$ cat src/rtl/fpu_op_responder.sv
// fpu_op_responder: known-good FPU endpoint for the decode/execute/flush handshake.
// Compares computed locally, arithmetic results from a preload FIFO; FPU_RESP_JITTER_EN adds LFSR latency jitter.
module fpu_op_responder #(
   parameter int          LATENCY    = 4,
   parameter int          FIFO_DEPTH = 8,
   parameter logic [15:0] LFSR_SEED  = 16'hACE1
) (
   input  logic        clk,
   input  logic        rst,
   input  logic        flush_i,
   input  logic        decode_i,
   input  logic        execute_i,
   input  logic [7:0]  fpu_op_i,
   input  logic [1:0]  round_mode_i,
   input  logic [31:0] opa_i,
   input  logic [31:0] opb_i,
   input  logic        load_valid_i,
   input  logic [31:0] load_data_i,
   output logic        load_ready_o,
   output logic [31:0] fpu_result_o,
   output logic        valid_arith_o,
   output logic        cmp_flag_o,
   output logic        valid_cmp_o,
   output logic [11:0] fpcsr_o,
   output logic        busy_o
);
   localparam int AW = $clog2(FIFO_DEPTH);
   localparam int CW = $clog2(LATENCY + 4) + 1;
   typedef enum logic [1:0] {IDLE, DEC, BUSY, DONE} state_t;
   state_t state;
   logic [31:0] opa_q, opb_q;
   logic [7:0] op_q;
   logic [1:0] rm_q, rm_o;
   logic [CW-1:0] cnt, lat_load;
   logic [31:0] mem [FIFO_DEPTH];
   logic [AW-1:0] rd_ptr, wr_ptr;
   logic [AW:0] count;
   logic fifo_ovf;
   logic ivf, zf, qnf, snf;
   logic is_cmp, is_arith, empty, full, finish, pop, push;
   logic a_nan, b_nan, nan, snan, eq, lt, gt, cmp_ord, cmp_res;
   logic [31:0] arith_res;
`ifdef FPU_RESP_JITTER_EN
   logic [15:0] lfsr;
   always_ff @(posedge clk or posedge rst)
      if (rst) lfsr <= LFSR_SEED;
      else     lfsr <= {lfsr[14:0], lfsr[15] ^ lfsr[13] ^ lfsr[12] ^ lfsr[10]};
   assign lat_load = CW'(LATENCY - 1) + CW'(lfsr[1:0]);
`else
   assign lat_load = CW'(LATENCY - 1);
`endif
   always_comb begin
      is_cmp    = op_q inside {[8'd8:8'd13]};
      is_arith  = op_q < 8'd6;
      empty     = count == '0;
      full      = count == (AW+1)'(FIFO_DEPTH);
      finish    = !flush_i && state == BUSY && cnt == '0;
      pop       = finish && is_arith && !empty;
      push      = load_valid_i && (!full || pop);
      arith_res = !is_arith ? 32'h0 : empty ? 32'h7FC00000 : mem[rd_ptr];
      a_nan     = (&opa_q[30:23]) && (|opa_q[22:0]);
      b_nan     = (&opb_q[30:23]) && (|opb_q[22:0]);
      nan       = a_nan || b_nan;
      snan      = (a_nan && !opa_q[22]) || (b_nan && !opb_q[22]);
      // signed zeros compare equal; otherwise sign-magnitude ordering
      eq        = (opa_q[30:0] == '0 && opb_q[30:0] == '0) || opa_q == opb_q;
      lt        = !eq && ((opa_q[31] != opb_q[31]) ? opa_q[31] :
                  opa_q[31] ? opa_q[30:0] > opb_q[30:0] : opa_q[30:0] < opb_q[30:0]);
      gt        = !eq && !lt;
      cmp_ord   = op_q[2:0] == 3'd0 ? eq :
                  op_q[2:0] == 3'd1 ? !eq :
                  op_q[2:0] == 3'd2 ? gt :
                  op_q[2:0] == 3'd3 ? (gt || eq) :
                  op_q[2:0] == 3'd4 ? lt : (lt || eq);
      cmp_res   = nan ? op_q[2:0] == 3'd1 : cmp_ord;
   end
   always_ff @(posedge clk or posedge rst)
      if (rst) begin
         rd_ptr   <= '0;
         wr_ptr   <= '0;
         count    <= '0;
         fifo_ovf <= 1'b0;
      end else begin
         if (push) wr_ptr <= wr_ptr + 1'b1;
         if (pop) rd_ptr <= rd_ptr + 1'b1;
         count <= count + (AW+1)'(push) - (AW+1)'(pop);
         if (load_valid_i && full && !pop) fifo_ovf <= 1'b1;
      end
   always_ff @(posedge clk)
      if (push) mem[wr_ptr] <= load_data_i;
   always_ff @(posedge clk or posedge rst)
      if (rst) begin
         state         <= IDLE;
         opa_q         <= '0;
         opb_q         <= '0;
         op_q          <= '0;
         rm_q          <= '0;
         cnt           <= '0;
         valid_arith_o <= 1'b0;
         valid_cmp_o   <= 1'b0;
         fpu_result_o  <= '0;
         cmp_flag_o    <= 1'b0;
         {ivf, zf, qnf, snf} <= '0;
         rm_o          <= '0;
      end else if (flush_i) begin
         state         <= IDLE;
         valid_arith_o <= 1'b0;
         valid_cmp_o   <= 1'b0;
         fpu_result_o  <= '0;
         cmp_flag_o    <= 1'b0;
         {ivf, zf, qnf, snf} <= '0;
         rm_o          <= '0;
      end else begin
         case (state)
            IDLE: if (decode_i) begin
               {opa_q, opb_q, op_q, rm_q} <= {opa_i, opb_i, fpu_op_i, round_mode_i};
               state <= DEC;
            end
            DEC: if (execute_i) begin
               cnt   <= lat_load;
               state <= BUSY;
            end else if (decode_i) begin
               {opa_q, opb_q, op_q, rm_q} <= {opa_i, opb_i, fpu_op_i, round_mode_i};
            end
            BUSY: if (cnt == '0) begin
               state         <= DONE;
               valid_arith_o <= !is_cmp;
               valid_cmp_o   <= is_cmp;
               fpu_result_o  <= is_cmp ? 32'h0 : arith_res;
               cmp_flag_o    <= is_cmp && cmp_res;
               ivf           <= is_cmp ? nan : (!is_arith || empty);
               qnf           <= !is_cmp && is_arith && empty;
               snf           <= is_cmp && snan;
               zf            <= !is_cmp && arith_res[30:0] == '0;
               rm_o          <= rm_q;
            end else begin
               cnt <= cnt - 1'b1;
            end
            default: ;
         endcase
      end
   assign load_ready_o = !full;
   assign busy_o       = state != IDLE;
   assign fpcsr_o      = {2'b00, ivf, 1'b0, zf, qnf, snf, 2'b00, rm_o, 1'b0};
endmodule

$ cat config.mk
export PLATFORM = sky130hd
export DESIGN_NAME = fpu_op_responder
export DESIGN_NICKNAME = d
export VERILOG_FILES = /design/src/rtl/fpu_op_responder.sv
export SDC_FILE = /design/constraint.sdc
export NUM_CORES = 1
export LEC_CHECK = 0
export CORE_ASPECT_RATIO = 1.2
export CORE_MARGIN = 2
export CORE_UTILIZATION = 35
export DETAILED_ROUTE_END_ITERATION = 8
export DONT_BUFFER_PORTS = 1
export PLACE_DENSITY = 0.54
export SETUP_SLACK_MARGIN = 0.2
export SLEW_MARGIN = 20
export SYNTH_ARGS = -nofsm -noshare
export SYNTH_HDL_FRONTEND = slang
export SYNTH_SLANG_ARGS = --single-unit
$ cat constraint.sdc
create_clock -name clk -period 7.86 [get_ports clk]
set_clock_uncertainty 0.1 [all_clocks]
set_input_delay 0.786 -clock clk [delete_from_list [all_inputs] [get_ports clk]]
set_output_delay 0.786 -clock clk [all_outputs]
set_load 0.1 [all_outputs]
==> metrics.csv, run 1 <==
stage;metric;value;unit
logic_synthesis;synth_mux_area_share;14.2;%
finish;final_cells;1677;
logic_synthesis;synth_top_family_by_area;multiplexers;
clock_tree;cts_made_buffers;42;
min_path;hold_path.class;in2async;
critical_path;path_buf_inv;3;
critical_path;arrival;4640;ps
global_routing;grtUsageTotal;15.7;%
critical_path;critical_path_class;reg2reg;
timing;fmax;222;MHz
timing;period_needed;4510;ps
logic_synthesis;synth-simple-area-share;5.88;%
run_status;outcome;completed;
placement;portBuffers;0;
clock_tree;cts_max_path_buffers;3;
logic_synthesis;synth_xor_area_share;0.381;%
logic_synthesis;synth_cell_types;55;
clock_tree;cts.sinks;387;
clock_tree;clkLatencyLatePin;580;ps
clock_tree;cts_setup_buffers;0;
critical_path;cp.required;7990;ps
timing;rsz0062_at_grt;no;
finish;postLayoutCellArea;18300;µm²
timing;final.setup.tns;0;ps
timing;min_period_over_period;57.4;%
finish;area.growth.synth_to_final;13.6;%
logic_synthesis;synth_seq_cells;387;
logic_synthesis;syn_inst;1011;
clock_tree;cts.repair.resized;0;
drt;drt-vias-per-instance;5.11;
die;die_w;200;µm
logic_synthesis;synth_compound_area_share;5.08;%
drt;wl;37100;µm
die;core_area;45600;µm²
clock_tree;h-tree-depth;2;
critical_path;cp_cell_sequence;inv_1 -> ha_1 -> inv_2 -> or4b_1 -> nor3_1 -> o21a_1 -> nand2_1 -> nor3_4 -> buf_4;
timing;slew_headroom;31.5;%
logic_synthesis;ys_top_cells_by_count;edfxtp_1 (256), dfrtp_1 (131), nand2_1 (80), mux4_2 (64), inv_1 (51);
logic_synthesis;ys_warn_count;0;
flow_run;drv_cap;0;
logic_synthesis;yosys-top-cells-area;edfxtp_1 (48%), dfrtp_1 (20%), mux4_2 (9.0%);
clock_tree;clkTransAtPathRegs;60;ps
critical_path;critical_path.slowest_cell;or4b_1;
logic_synthesis;synth_most_common_cell;edfxtp_1;
timing;whs;104;ps
finish;nNetsFinal;1183;
die;rows;86;
critical_path;cpPeakStageDelay;840;ps
logic_synthesis;yosysSeqAreaShare;68.2;%
die;dieHeight;239;µm
timing;hold_violations;0;
global_routing;grt_max_degree;72;
drt;wire_per_inst;22.1;µm
logic_synthesis;synth_adder_area_share;3.55;%
logic_synthesis;synth.top_cell.area_share;47.8;%
drt;route.detailed.drc;0;
drt;vias;8569;
critical_path;cp_max_fo;22;
die;num_io_pins;161;
logic_synthesis;syn-mean-instance-area;15.9;µm²
clock_tree;cts-root-buf;clkbuf_16;
drt;drt-initial-drc-count;477;
logic_synthesis;syn_area;16100;µm²
finish;drive_gt1_share;19.6;%
finish;fin_util;40.0;%
timing;worst_pin_slew;1020;ps
global_routing;grt_overflow;0;
die;die_area;47700;µm²
global_routing;grt_pass1_vias;9057;
global_routing;grt_pass1_wl;55300;µm
logic_synthesis;synth_edf_count;256;
critical_path;cp-end-kind;flip-flop;
placement;dp_hpwl;24000;µm
logic_synthesis;synth-main-ff-cell;edfxtp_1;
placement;place_area;16900;µm²
critical_path;crit_path_start_kind;flip-flop;
logic_synthesis;synth_top_area_cell;edfxtp_1;
placement;place_congestion;0.780;
power;powerDensity;331;nW/µm²
drt;drt.antenna.violating_nets;0;
logic_synthesis;synth-async-reset-ratio;33.9;%
critical_path;crit_family;simple AND/OR/NAND/NOR gates;
die;initial_utilization;35.2;%
clock_tree;holdBufCountCts;0;
power;p_leak;6.50;nW
placement;dpl.cell_count;1598;
drt;first_pass_iters;4;
global_routing;grt_antenna_before_repair;3;
timing;setup_violations;0;
power;peakVddDrop;0.164;mV
timing;slew_viol_final;0;
clock_tree;cts_tree;built;
finish;nFillCells;4224;
routing by layer:
layer  global-route usage (%)  up-vias  part of all wire (%)
met3                     5.01       57                   7.7
met2                     27.1      211                    50
li1                         -     3886                     -
met5                        0        -                 0.076
met1                     18.3     4411                    39
met4                     5.45        4                   2.6
worst paths after layout:
| check | start | to | slack [ps] | cells after the start |
|---|---|---|---|---|
| max | state[0]$_DFFE_PP0P_ | mem[1][29]$_DFFE_PP_ | 3350 | 9 |
| min | rst | opa_q[11]$_DFFE_PP0P_ | 100 | 1 |
| max reg2reg | state[0]$_DFFE_PP0P_ | mem[1][29]$_DFFE_PP_ | 3350 | 9 |
| min reg2reg | op_q[6]$_DFFE_PP0P_ | op_q[6]$_DFFE_PP0P_ | 410 | 1 |
| max in group asynchronous | rst | opa_q[31]$_DFFE_PP0P_ | 6260 | 2 |
| min in group clk | flush_i | rm_o[1]$_DFFE_PP0P_ | 180 | 1 |
power breakdown:
group / switching (W) / internal (W) / leakage (nW) / total (W)
clock: 0.000838 / 0.00114 / 0.687 / 0.00198
combinational: 0.000717 / 0.000505 / 1.84 / 0.00122
sequential: 0.000237 / 0.00261 / 3.97 / 0.00284
kinds of logic (layout without fill, tap and decap cells):
family,after synthesis,after routing
compound gates,128,128
other cells,1,7
buf+inv,104,148
mux,142,142
fa+ha+maj,45,45
flops,387,387
xor+xnor,7,7
simple gates,197,197
registers in the layout, summed over array words and instances (netlist names):
register	count
mem	256
rm_q	2
rm_o	2
cnt	4
opa_q	32
snf	1
fpu_result_o	32
op_q	8
zf	1
opb_q	32
valid_cmp_o	1
qnf	1
wr_ptr	3
state	2
count	4
rd_ptr	3
ivf	1
cmp_flag_o	1
valid_arith_o	1
per-stage QoR:
| stage | setup WS, ps | total power [W] |
|---|---|---|
| finish | 3350 | 0.00604 |
| detailed placement | 3040 | 0.00413 |
| global placement | 3140 | 0.00409 |
| global route | 3010 | 0.00639 |
| floorplan | 2860 | 0.00373 |
| CTS | 3000 | 0.00614 |
worst register-to-register path: cells and delay by family (launching register included):
family | cells | cell delay [ps]
adders and majority gates | 1 | 330
DFF | 1 | 390
and+or+nand+nor | 4 | 2400
buffers and inverters | 3 | 680
AOI/OAI and AO/OA | 1 | 270
layout make-up:
type                       instances  area, µm²  share of cell area (%)
sequential                       387      11000                    60.1
multi-input combinational        525       4770                    26.1
clock buffer                      59       1190                    6.50
tap                              616        771                    4.22
clock inverter                    19        214                    1.17
inverter                          52        200                    1.10
timing repair buffer              18        148                   0.808
antenna                            1       2.50                  0.0137
cells in the final DEF, fill, tap and decap left out, types with 3 or more instances in the layout:
cell type / synthesis / final
a22o_1: 24 / 24
o21ai_0: 38 / 38
inv_1: 51 / 50
nand2b_1: 3 / 3
ha_1: 44 / 44
clkbuf_8: 0 / 3
nand4_1: 13 / 13
a21o_1: 6 / 6
clkinv_1: 0 / 3
a21oi_1: 37 / 37
clkbuf_1: 27 / 12
conb_1: 1 / 6
nor4_1: 21 / 21
dfrtp_1: 131 / 128
buf_4: 10 / 17
o21a_1: 3 / 3
mux4_2: 64 / 64
o221ai_1: 3 / 3
nor3_1: 11 / 9
nand3_1: 7 / 7
a211oi_1: 3 / 3
xor2_1: 3 / 3
mux2i_1: 33 / 33
nor2_1: 45 / 38
nand2_1: 80 / 80
clkinv_2: 0 / 9
mux2_2: 45 / 45
clkbuf_16: 0 / 44
nor2_4: 0 / 6
xnor2_1: 4 / 4
edfxtp_1: 256 / 256
No activity file was read; power rests on OpenSTA's default activity.
==> inputs of run 2 (changes only) <==
--- a/config.mk
+++ b/config.mk
@@ -10,7 +10,7 @@
 export CORE_UTILIZATION = 35
 export DETAILED_ROUTE_END_ITERATION = 8
 export DONT_BUFFER_PORTS = 1
-export PLACE_DENSITY = 0.54
+export PLACE_DENSITY = 0.56
 export SETUP_SLACK_MARGIN = 0.2
 export SLEW_MARGIN = 20
 export SYNTH_ARGS = -nofsm -noshare
==> constraint.sdc (replaced) <==
create_clock -name clk -period 3.9 [get_ports clk]
set_clock_uncertainty 0.1 [all_clocks]
set_input_delay 0.39 -clock clk [delete_from_list [all_inputs] [get_ports clk]]
set_output_delay 0.39 -clock clk [all_outputs]
set_load 0.1 [all_outputs]
==> metrics.csv, run 2 (same netlist as run 1, synthesis figures left out) <==
stage;metric;value;unit
die;core_area;45600;µm²
finish;largest_reg_flops;256;
critical_path;cp_max_fo;24;
clock_tree;clkLatencyLatePin;580;ps
finish;drive_gt1_share;18.5;%
power;p_leak;7.05;nW
die;die_w;200;µm
clock_tree;clkTransAtPathRegs;60;ps
drt;wl_met2;18800;µm
drt;drt.antenna.violating_nets;0;
critical_path;crit_path_start_kind;flip-flop;
drt;wl;37900;µm
finish;mostFrequentLayoutCells;edfxtp_1 (256), dfrtp_1 (128), dlygate4sd3_1 (110);
critical_path;cp.required;4080;ps
drt;met3_length;2690;µm
placement;dpl.cell_count;1611;
power;power.total;0.0125;W
timing;slew_headroom;28.4;%
finish;top_register;mem;
placement;portBuffers;0;
drt;drt-initial-drc-count;468;
timing;final.setup.tns;0;ps
global_routing;grt_pass1_wl;57300;µm
die;initial_utilization;35.2;%
drt;vias;8961;
die;rows;86;
drt;first_pass_iters;5;
power;powerDensity;636;nW/µm²
die;die_area;47700;µm²
drt;route.detailed.drc;0;
die;dieHeight;239;µm
timing;setup_violations;0;
drt;dr.max_layer_used;met4;
finish;fin_util;43.0;%
run_status;outcome;completed;
drt;wire_per_inst;21.1;µm
global_routing;grt_antenna_before_repair;1;
drt;m1WireLength;15600;µm
clock_tree;cts_max_path_buffers;3;
timing;min_period_over_period;85.7;%
critical_path;arrival;3520;ps
power;peakVddDrop;0.441;mV
clock_tree;cts_made_buffers;41;
clock_tree;cts.sinks;387;
clock_tree;cts-root-buf;clkbuf_16;
finish;final_cells;1796;
die;num_io_pins;161;
clock_tree;cts_tree;built;
timing;rsz0062_at_grt;no;
drt;drt-vias-per-instance;4.99;
timing;hold_violations;0;
clock_tree;cts_setup_buffers;0;
finish;final_common_cell;edfxtp_1;
timing;fmax;299;MHz
timing;slew_viol_final;0;
timing;whs;48.6;ps
global_routing;grt_pass1_vias;9581;
critical_path;critical_path_class;reg2reg;
min_path;hold_path.class;in2reg;
global_routing;grt_max_degree;106;
global_routing;grt_overflow;0;
placement;dp_hpwl;24400;µm
timing;period_needed;3340;ps
critical_path;cp-end-kind;flip-flop;
timing;worst_pin_slew;1070;ps
clock_tree;h-tree-depth;2;
finish;nNetsFinal;1305;
finish;area.growth.synth_to_final;22.1;%
flow_run;drv_cap;0;
global_routing;grtUsageTotal;16.2;%
finish;nFillCells;4094;
placement;place_congestion;0.796;
[run 2: cell types whose count changed in the layout (fill, tap and decap cells not counted), sizes merged]
cell / before / now
clkinv: 16 / 9
clkbuf: 59 / 57
inv: 53 / 51
dlygate4sd3: 0 / 110
bufinv: 2 / 5
buf: 18 / 31
clkinvlp: 0 / 4
[run 2: power breakdown]
part           switching [W]  internal (W)  leakage [nW]
registers           0.000496       0.00525          3.97
clock network        0.00165       0.00244         0.684
logic                0.00151       0.00115          2.39
total                0.00365       0.00883          7.05
[run 2: area by class of cell]
class                           instances  area (µm²)  area share (%)
Sequential cell                       387       11000            55.9
Multi-Input combinational cell        525        4780            24.4
Timing Repair Buffer                  141        1460            7.43
Clock buffer                           57        1160            5.90
Tap cell                              616         771            3.93
Clock inverter                         17         288            1.47
Inverter                               52         199            1.01
Antenna cell                            1        2.50          0.0127
[run 2: per-layer routing]
| layer | vias up | GRT usage (%) |
|---|---|---|
| met3 | 48 | 4.39 |
| li1 | 4134 | - |
| met4 | 0 | 4.69 |
| met5 | - | 0 |
| met2 | 236 | 27.8 |
| met1 | 4543 | 19.9 |
[run 2: what timing repair did]
action | 4_1_cts | 5_1_grt
hold endpoints to repair | 454 | 0
gates resized for setup | 0 | 1
endpoints found under the setup margin | 0 | 22
hold buffers | 110 | 0
[run 2: worst max-delay path: stages (launching register included)]
cell and delay [ps]:
dfrtp_1 390, inv_1 90, ha_2 260, inv_2 80
or4b_1 540, nor3_1 220, buf_4 180, o21a_1 190
nand2b_1 290, nor2_4 410, buf_12 250
[run 2: final timing paths]
path	startpoint	endpoint	slack, ps	cells past startpoint
worst min register to register	rm_q[1]$_DFFE_PP0P_	rm_q[1]$_DFFE_PP0P_	410	1
min in group asynchronous	rst	wr_ptr[0]$_DFFE_PP0P_	160	2
worst max-delay path	state[0]$_DFFE_PP0P_	mem[4][15]$_DFFE_PP_	560	10
max in group asynchronous	rst	opb_q[1]$_DFFE_PP0P_	2680	3
worst max register to register	state[0]$_DFFE_PP0P_	mem[4][15]$_DFFE_PP_	560	10
worst min-delay path	flush_i	cnt[1]$_DFFE_PP0P_	50	2
[run 2: per-stage QoR]
step,setup slack [ps],instance area [µm²]
after floorplan,-241,16100
after detailed placement,465,17100
after global placement,524,17100
final,558,19600
after CTS,418,19600
after global routing,273,19600
==> inputs of run 3 (changes only) <==
--- a/config.mk
+++ b/config.mk
@@ -5,12 +5,13 @@
 export SDC_FILE = /design/constraint.sdc
 export NUM_CORES = 1
 export LEC_CHECK = 0
+export ABC_AREA = 1
 export CORE_ASPECT_RATIO = 1.2
 export CORE_MARGIN = 2
 export CORE_UTILIZATION = 35
 export DETAILED_ROUTE_END_ITERATION = 8
 export DONT_BUFFER_PORTS = 1
-export PLACE_DENSITY = 0.56
+export PLACE_DENSITY = 0.57
 export SETUP_SLACK_MARGIN = 0.2
 export SLEW_MARGIN = 20
 export SYNTH_ARGS = -nofsm -noshare
==> metrics.csv, run 3 <==
stage;metric;value;unit
run_status;outcome;completed;
timing;worst_pin_slew;1050;ps
drt;dr.max_layer_used;met5;
timing;hold_violations;0;
finish;diodes;0;
placement;dpl.cell_count;2042;
critical_path;critical_path_class;reg2reg;
finish;largest_reg_flops;256;
finish;area.growth.synth_to_final;19.5;%
die;initial_utilization;35.3;%
clock_tree;cts-root-buf;clkbuf_16;
drt;first_pass_iters;5;
timing;rsz0062_at_grt;no;
logic_synthesis;synth.top_cell.area_share;46.6;%
drt;met3_length;3050;µm
power;p_int;0.00842;W
drt;m1WireLength;18000;µm
global_routing;grt_overflow;0;
clock_tree;cts_max_path_buffers;3;
global_routing;grt_antenna_before_repair;4;
global_routing;grtUsageTotal;17.1;%
logic_synthesis;synth_edf_count;256;
timing;final.setup.tns;0;ps
logic_synthesis;syn_inst;1474;
die;die_w;202;µm
die;core_area;46700;µm²
power;p_leak;7.69;nW
timing;setup_violations;0;
critical_path;cp_max_fo;18;
logic_synthesis;ys_warn_count;0;
logic_synthesis;synth-async-reset-ratio;33.9;%
placement;portBuffers;0;
logic_synthesis;yosys-top-cells-area;edfxtp_1 (47%), dfrtp_1 (20%), nor2_1 (4.7%);
logic_synthesis;synth-main-ff-cell;edfxtp_1;
drt;wire_per_inst;18.9;µm
die;num_io_pins;161;
min_path;hold_path.class;in2reg;
finish;drive_gt1_share;7.41;%
global_routing;grt_pass1_vias;11358;
placement;dp_hpwl;26300;µm
die;die_area;48800;µm²
drt;vias;11313;
clock_tree;cts_setup_buffers;0;
clock_tree;h-tree-depth;2;
power;powerDensity;624;nW/µm²
clock_tree;clkTransAtPathRegs;60;ps
logic_synthesis;synth_top_area_cell;edfxtp_1;
finish;final_cells;2228;
logic_synthesis;syn-mean-instance-area;11.2;µm²
power;p_comb_share;23.1;%
timing;fmax;302;MHz
power;clockPowerShare;31.8;%
critical_path;arrival;3480;ps
power;power.share.switching;31.5;%
power;seq_power_share;45.1;%
clock_tree;cts.repair.resized;0;
global_routing;grt_pass1_wl;65000;µm
finish;top_register;mem;
logic_synthesis;ys_top_cells_by_count;edfxtp_1 (256), nor2_1 (208), nand2_1 (174), o21ai_0 (137), dfrtp_1 (131);
clock_tree;clkLatencyLatePin;560;ps
drt;route.detailed.drc;0;
critical_path;cp.required;4070;ps
logic_synthesis;synth_most_common_cell;edfxtp_1;
logic_synthesis;synth_cell_types;41;
die;rows;87;
clock_tree;cts_made_buffers;41;
flow_run;drv_cap;0;
logic_synthesis;synth_seq_cells;387;
power;peakVddDrop;0.322;mV
global_routing;grt_max_degree;144;
timing;slew_headroom;30.2;%
drt;drt.antenna.violating_nets;0;
drt;wl_met2;20100;µm
finish;mostFrequentLayoutCells;edfxtp_1 (256), nor2_1 (199), nand2_1 (174);
critical_path;cp-end-kind;flip-flop;
drt;wl;42100;µm
drt;drt-initial-drc-count;952;
finish;final_common_cell;edfxtp_1;
timing;slew_viol_final;0;
placement;place_congestion;0.884;
drt;drt-vias-per-instance;5.08;
power;p_sw;0.00387;W
timing;period_needed;3320;ps
clock_tree;cts.sinks;387;
logic_synthesis;syn_area;16500;µm²
clock_tree;holdBufCountCts;109;
critical_path;crit_path_start_kind;flip-flop;
clock_tree;cts_tree;built;
logic_synthesis;yosysSeqAreaShare;66.5;%
finish;nNetsFinal;1729;
timing;min_period_over_period;85.0;%
die;dieHeight;242;µm
==> run 3: worst max-delay path, stage by stage (launching register included) <==
cell	delay [ps]
dfrtp_1	390
inv_1	90
ha_1	220
nand4_1	130
nor2_1	300
inv_1	270
nor2_4	260
o21ai_2	100
or2_1	370
nor2_4	520
buf_12	250
==> run 3: metal layers <==
metal,vias up,GRT usage [%]
met5,-,0
met4,8,5.65
met3,77,4.57
met2,341,28.1
met1,5532,21.9
li1,5355,-
==> run 3: per-stage QoR <==
stage               setup slack, ps  total power, W  utilization [%]  hold WS, ps  instance area, µm²
floorplan                       276         0.00754                -          351               16500
global placement                622         0.00824             36.8          389               17200
detailed placement              520         0.00834             36.8          389               17200
CTS                             501          0.0124             42.1         91.8               19700
global route                    327          0.0130             42.2          139               19700
finish                          584          0.0123             42.2          133               19700
==> run 3: layout make-up <==
class	instances	area [µm²]
Sequential cell	387	11000
Fill cell	4371	27000
Clock inverter	25	196
Tap cell	623	779
Multi-Input combinational cell	879	4690
Inverter	130	492
Clock buffer	51	1190
Timing Repair Buffer	133	1380
==> run 3: cells by family (layout without fill, tap and decap cells) <==
logic type | Yosys count | in the layout | synth area share (%)
AND/OR/NAND/NOR | 489 | 489 | 12.3
flip-flops | 387 | 387 | 66.5
AO/OA/AOI/OAI | 327 | 327 | 11.5
buffers and inverters | 213 | 339 | 5.53
adder cells (fa/ha/maj) | 45 | 45 | 3.46
XOR/XNOR | 8 | 8 | 0.425
multiplexers | 4 | 4 | 0.273
other | 1 | 6 | 0.0228
==> run 3: power groups by stage <==
stage | Combinational [W] | Sequential, W | Clock (W)
6_report | 0.00284 | 0.00554 | 0.00391
5_1_grt | 0.00325 | 0.00562 | 0.00417
4_1_cts | 0.00286 | 0.00554 | 0.00401
3_5_place_dp | 0.00272 | 0.00562 | 0
3_3_place_gp | 0.00263 | 0.00561 | 0
2_1_floorplan | 0.00200 | 0.00554 | 0
==> run 3: path summary, 6_finish.rpt <==
check | from | endpoint | slack (ps) | cells after the start
setup / recovery | state[0]$_DFFE_PP0P_ | mem[2][0]$_DFFE_PP_ | 580 | 10
hold / removal | decode_i | op_q[3]$_DFFE_PP0P_ | 130 | 3
setup reg to reg | state[0]$_DFFE_PP0P_ | mem[2][0]$_DFFE_PP_ | 580 | 10
hold reg to reg | op_q[7]$_DFFE_PP0P_ | op_q[7]$_DFFE_PP0P_ | 410 | 1
max in group asynchronous | rst | opb_q[24]$_DFFE_PP0P_ | 2710 | 3
min in group asynchronous | rst | opb_q[9]$_DFFE_PP0P_ | 350 | 3
